==> config.mk <==
export PLATFORM = sky130hd
export DESIGN_NAME = uart_frame_rx
export DESIGN_NICKNAME = d
export VERILOG_FILES = /design/src/rtl/uart_frame_rx.sv
export SDC_FILE = /design/constraint.sdc
export NUM_CORES = 1
export LEC_CHECK = 0
export CAP_MARGIN = 40
export CELL_PAD_IN_SITES_DETAIL_PLACEMENT = 0
export CELL_PAD_IN_SITES_GLOBAL_PLACEMENT = 1
export CORE_MARGIN = 2
export CORE_UTILIZATION = 40
export DETAILED_ROUTE_END_ITERATION = 6
export PLACE_DENSITY_LB_ADDON = 0.1
export SETUP_SLACK_MARGIN = 0.2
export SLEW_MARGIN = 20
export SYNTH_ARGS = -nofsm -noshare
export SYNTH_HDL_FRONTEND = slang
export SYNTH_SLANG_ARGS = --single-unit
==> constraint.sdc <==
create_clock -name clk -period 5.1 [get_ports clk]
set_input_delay 1.02 -clock clk [delete_from_list [all_inputs] [get_ports clk]]
set_output_delay 1.02 -clock clk [all_outputs]
set_load 0.005 [all_outputs]
==> src/rtl/uart_frame_rx.sv <==
// uart_frame_rx: receives SOF(0xA5) / LEN / payload / XOR-CHK frames into a hold buffer.
// Optional inter-byte timeout is compiled in when FRAME_TIMEOUT_EN is defined.
module uart_frame_rx #(
  parameter int MAX_LEN        = 64,
  parameter int TIMEOUT_CYCLES = 25000,
  localparam int AW            = (MAX_LEN > 1) ? $clog2(MAX_LEN) : 1
) (
  input  logic          clk,
  input  logic          reset,
  input  logic          dataValid,
  input  logic [7:0]    rxData,
  output logic          frameValid,
  output logic [7:0]    frameLen,
  input  logic [AW-1:0] rdAddr,
  output logic [7:0]    rdData,
  input  logic          frameAck,
  output logic          frameError,
  output logic [2:0]    errCode
);

  localparam logic [7:0] SOF         = 8'hA5;
  localparam logic [2:0] ERR_BAD_LEN = 3'd1;
  localparam logic [2:0] ERR_BAD_CHK = 3'd2;
  localparam logic [2:0] ERR_TIMEOUT = 3'd3;
  localparam logic [2:0] ERR_OVERRUN = 3'd4;

  if ((MAX_LEN < 1) || (MAX_LEN > 255) || (TIMEOUT_CYCLES < 1)) begin : gParamCheck
    $error("uart_frame_rx: MAX_LEN must be 1..255 and TIMEOUT_CYCLES >= 1");
  end

  typedef enum logic [2:0] {
    ST_HUNT,
    ST_LEN,
    ST_PAYLOAD,
    ST_CHECK,
    ST_HOLD
  } state_e;

  state_e     state_q, state_d;
  logic [7:0] len_q, len_d;
  logic [7:0] idx_q, idx_d;
  logic [7:0] chk_q, chk_d;
  logic       frameValid_q, frameValid_d;
  logic [7:0] frameLen_q, frameLen_d;
  logic       frameError_q, frameError_d;
  logic [2:0] errCode_q, errCode_d;
  logic [7:0] rdData_q;
  logic       wrEn;

  // Payload storage is deliberately not reset; only written while collecting payload.
  logic [7:0] mem [0:(1<<AW)-1];

`ifdef FRAME_TIMEOUT_EN
  localparam int TW = $clog2(TIMEOUT_CYCLES + 1);
  logic [TW-1:0] tmo_q, tmo_d;
`endif

  always_comb begin
    state_d      = state_q;
    len_d        = len_q;
    idx_d        = idx_q;
    chk_d        = chk_q;
    frameValid_d = frameValid_q;
    frameLen_d   = frameLen_q;
    frameError_d = 1'b0;
    errCode_d    = errCode_q;
    wrEn         = 1'b0;

    case (state_q)
      ST_HUNT: begin
        if (dataValid && (rxData == SOF)) state_d = ST_LEN;
      end
      ST_LEN: begin
        if (dataValid) begin
          if ((rxData == 8'd0) || (int'(rxData) > MAX_LEN)) begin
            frameError_d = 1'b1;
            errCode_d    = ERR_BAD_LEN;
            state_d      = ST_HUNT;
          end else begin
            len_d   = rxData;
            idx_d   = 8'd0;
            chk_d   = rxData;
            state_d = ST_PAYLOAD;
          end
        end
      end
      ST_PAYLOAD: begin
        if (dataValid) begin
          wrEn  = 1'b1;
          chk_d = chk_q ^ rxData;
          idx_d = idx_q + 8'd1;
          if ((idx_q + 8'd1) == len_q) state_d = ST_CHECK;
        end
      end
      ST_CHECK: begin
        if (dataValid) begin
          if (rxData == chk_q) begin
            frameValid_d = 1'b1;
            frameLen_d   = len_q;
            state_d      = ST_HOLD;
          end else begin
            frameError_d = 1'b1;
            errCode_d    = ERR_BAD_CHK;
            state_d      = ST_HUNT;
          end
        end
      end
      ST_HOLD: begin
        // A byte arriving with the release is the first byte of the next hunt.
        if (frameAck) begin
          frameValid_d = 1'b0;
          state_d      = (dataValid && (rxData == SOF)) ? ST_LEN : ST_HUNT;
        end else if (dataValid) begin
          frameError_d = 1'b1;
          errCode_d    = ERR_OVERRUN;
        end
      end
      default: state_d = ST_HUNT;
    endcase

`ifdef FRAME_TIMEOUT_EN
    if (((state_q == ST_LEN) || (state_q == ST_PAYLOAD) || (state_q == ST_CHECK)) &&
        !dataValid && (tmo_q == TW'(TIMEOUT_CYCLES - 1))) begin
      frameError_d = 1'b1;
      errCode_d    = ERR_TIMEOUT;
      state_d      = ST_HUNT;
    end
    if (dataValid ||
        !((state_d == ST_LEN) || (state_d == ST_PAYLOAD) || (state_d == ST_CHECK)))
      tmo_d = '0;
    else
      tmo_d = tmo_q + TW'(1);
`endif
  end

  always_ff @(posedge clk or negedge reset) begin
    if (!reset) begin
      state_q      <= ST_HUNT;
      len_q        <= 8'd0;
      idx_q        <= 8'd0;
      chk_q        <= 8'd0;
      frameValid_q <= 1'b0;
      frameLen_q   <= 8'd0;
      frameError_q <= 1'b0;
      errCode_q    <= 3'd0;
      rdData_q     <= 8'd0;
`ifdef FRAME_TIMEOUT_EN
      tmo_q        <= '0;
`endif
    end else begin
      state_q      <= state_d;
      len_q        <= len_d;
      idx_q        <= idx_d;
      chk_q        <= chk_d;
      frameValid_q <= frameValid_d;
      frameLen_q   <= frameLen_d;
      frameError_q <= frameError_d;
      errCode_q    <= errCode_d;
      rdData_q     <= mem[rdAddr];
`ifdef FRAME_TIMEOUT_EN
      tmo_q        <= tmo_d;
`endif
    end
  end

  always_ff @(posedge clk) begin
    if (wrEn) mem[idx_q[AW-1:0]] <= rxData;
  end

  assign frameValid = frameValid_q;
  assign frameLen   = frameLen_q;
  assign frameError = frameError_q;
  assign errCode    = errCode_q;
  assign rdData     = rdData_q;

endmodule

==> results.sh <==
export IMPL_status="completed"
export IMPL_antenna_cells=0
export IMPL_initial_core_util=0.405
export IMPL_hp_class="reg2reg"
export IMPL_wire_per_inst_um=28.2
export IMPL_place_inst=1896
export IMPL_clk_pin_slew_worst_paths_ns=0.06
export IMPL_fin_setup_tns_ns=0
export IMPL_hold_buffers=0
export IMPL_relSlewSlack=0.446
export IMPL_remaining_drc_errors=0
export IMPL_final_cells=2008
export IMPL_synth_edff_count=512
export IMPL_setup_viol=0
export IMPL_syn_area_um2=22300
export IMPL_post_cts_setup_buffers=0
export IMPL_clock_latency_ns=0.62
export IMPL_routed_wirelength_mm=56.6
export IMPL_grt_pass1_wl_mm=82.1
export IMPL_placed_cell_area_um2=23600
export IMPL_p_per_area_nw_per_um2=408
export IMPL_via_count=11100
export IMPL_core_um2=55100
export IMPL_synth_async_reset_ratio=0.0857
export IMPL_first_pass_iters=5
export IMPL_p_leak_nw=8.33
export IMPL_cp_end_kind="register"
export IMPL_cp_required_ns=5.34
export IMPL_port_buffers=38
export IMPL_clock_path_buffers=3
export IMPL_rows=86
export IMPL_worst_slew_pin_slew_ns=0.828
export IMPL_critPathMaxStageDelay_ns=0.83
export IMPL_yosys_register_bits=560
export IMPL_grt_use_total=0.202
export IMPL_routabilityCongestion=0.791
export IMPL_die_area_um2=57700
export IMPL_grt_remaining_overflow=0
export IMPL_synth_fp_nets=1154
export IMPL_yosysWarnings=0
export IMPL_grt_pass1_vias=11300
export IMPL_crit_chain="nor3b_4 > and2_1 > nand3_1 > nor2_1"
export IMPL_rsz0062_at_grt="false"
export IMPL_drv_cap=0
export IMPL_cpMaxStageDelayCell="nor2_1"
export IMPL_synth_top_cell_area_share=0.689
export IMPL_arrival_ns=3.73
export IMPL_cts_buffers=59
export IMPL_post_synth_cell_area_avg_um2=19.7
export IMPL_drtIter0Drc=885
export IMPL_area_growth_pct=15.0
export IMPL_clock_sinks=560
export IMPL_synth_top_area_cell="edfxtp_1"
export IMPL_timing_final_crit_share=0.684
export IMPL_seq_area_frac_synth=0.743
export IMPL_cts_max_level=2
export IMPL_synth_area_leaders="edfxtp_1 (69%), mux4_2 (13%), dfrtp_1 (5.4%), nor2_1 (1.6%), mux2i_1 (1.3%)"
export IMPL_via_per_inst=5.51
export IMPL_drive_gt1_frac=0.241
export IMPL_syn_inst=1135
export IMPL_fmax_ghz=0.287
export IMPL_synth_commonest_cells="edfxtp_1 (512), mux4_2 (126), nor2_1 (96)"
export IMPL_cts_tree="done"
export IMPL_fillCellCount=4720
export IMPL_clock_root_buffer="clkbuf_16"
export IMPL_crit_path_max_fanout=18
export IMPL_final_nets=1231
export IMPL_antenna_left=0
export IMPL_synth_ff_type="edfxtp_1"
export IMPL_hold_ws_ns=0.507
export IMPL_peakVddDrop_mv=0.228
export IMPL_final_max_slew_viol_count=0
export IMPL_synth_most_common_cell="edfxtp_1"
export IMPL_die_h_um=240
export IMPL_ys_types=59
export IMPL_path_class="reg2reg"
export IMPL_setup_worst_path_start_class="register"
export IMPL_utilization=0.466
export IMPL_die_w_um=240
export IMPL_post_cts_resized=0
export IMPL_grt_max_degree=56
export IMPL_hold_viol=0
export IMPL_pin_count=39
export IMPL_fin_skew_ns=0.0196
export IMPL_antenna_found_initial=1
export IMPL_period_needed_ns=3.49
export IMPL_final_area_um2=25700
export IMPL_hpwl_mm=35.4
-- cell usage in the layout, fill, tap and decap left out, types with 5 or more instances in the layout --
cell / n
nand3b_1: 6
clkinv_2: 16
edfxtp_1: 512
mux4_1: 6
inv_1: 14
o31ai_1: 7
o22ai_1: 8
o221ai_1: 6
a21oi_1: 19
mux2_2: 20
nor2b_1: 6
clkinv_1: 6
buf_2: 11
clkdlybuf4s50_1: 25
mux2i_1: 30
bufinv_16: 11
buf_4: 29
dfrtp_1: 48
a211oi_1: 9
nand3_1: 20
o21ai_0: 23
xnor2_1: 8
clkbuf_1: 7
mux4_2: 126
o21ai_1: 11
xor2_1: 11
clkbuf_16: 59
nor2_1: 96
nand2_1: 28
a22oi_2: 7
nor3b_1: 5
-- per-layer routing --
metal / global-route usage / vias to the layer above / wire length (um)
met2: 0.324 / 318 / 27300
met4: 0.0521 / 0 / 1310
met1: 0.287 / 5861 / 25000
met5: 0 / - / 0
li1: - / 4800 / -
met3: 0.0383 / 80 / 2920
-- metrics by stage --
step                setup slack (ns)  total power, mW
floorplan                       2.48             5.73
global placement                1.08             6.07
detailed placement              1.08             6.08
CTS                             1.55             10.6
global route                    1.37             10.9
finish                          1.61             10.5
-- report_power, final --
part           leakage, nW  internal [mW]  switching (mW)
clock network         1.01           2.72            1.80
registers             5.21           5.10           0.100
logic                 2.11          0.313           0.448
total                 8.33           8.13            2.35
-- critical path, delay by kind of cell, from the launching register on --
kind             cells  cell delay, ns
DFF                  1            0.49
and+or+nand+nor      4            2.62
-- kinds of logic (layout without fill, tap and decap cells) --
group / Yosys count / count (layout) / synth area share
DFF: 560 / 560 / 0.743
and+or+nand+nor: 188 / 188 / 0.0396
muxes: 182 / 182 / 0.158
AOI/OAI and AO/OA: 112 / 112 / 0.0341
buffers and inverters: 73 / 198 / 0.0179
xor gates and xnor gates: 19 / 19 / 0.00746
adders and majority gates: 1 / 1 / 0.000560
-- sequential cells by signal (all words and copies together), names as in the netlist --
register    flops
rdData          8
len_q           8
state_q         3
errCode         3
mem           512
frameError      1
chk_q           8
frameLen        8
frameValid      1
idx_q           8
-- path summary, 6_finish.rpt --
path | from | endpoint | slack (ns) | depth (start not counted)
setup / recovery | state_q[2]$_DFFE_PN0P_ | mem[11][0]$_DFFE_PP_ | 1.61 | 4
hold / removal | frameLen[0]$_DFFE_PN0P_ | frameLen[0]$_DFFE_PN0P_ | 0.51 | 1
setup reg to reg | state_q[2]$_DFFE_PN0P_ | mem[11][0]$_DFFE_PP_ | 1.61 | 4
hold reg to reg | frameLen[0]$_DFFE_PN0P_ | frameLen[0]$_DFFE_PN0P_ | 0.51 | 1
max in group asynchronous | reset | idx_q[2]$_DFFE_PN0P_ | 4.06 | 2
min in group asynchronous | reset | rdData[3]$_DFF_PN0_ | 0.54 | 2
-- layout make-up --
| cell class | instances | area, um2 | share of cell area |
|---|---|---|---|
| clock buffers | 69 | 1540 | 0.0601 |
| clock inverters | 40 | 499 | 0.0194 |
| inverters | 14 | 52.6 | 0.00205 |
| multi-input cells | 502 | 5350 | 0.208 |
| flip-flops and latches | 560 | 16600 | 0.646 |
| well taps | 748 | 936 | 0.0365 |
| repair buffers | 75 | 718 | 0.0280 |
No activity file was read; power rests on OpenSTA's default activity.
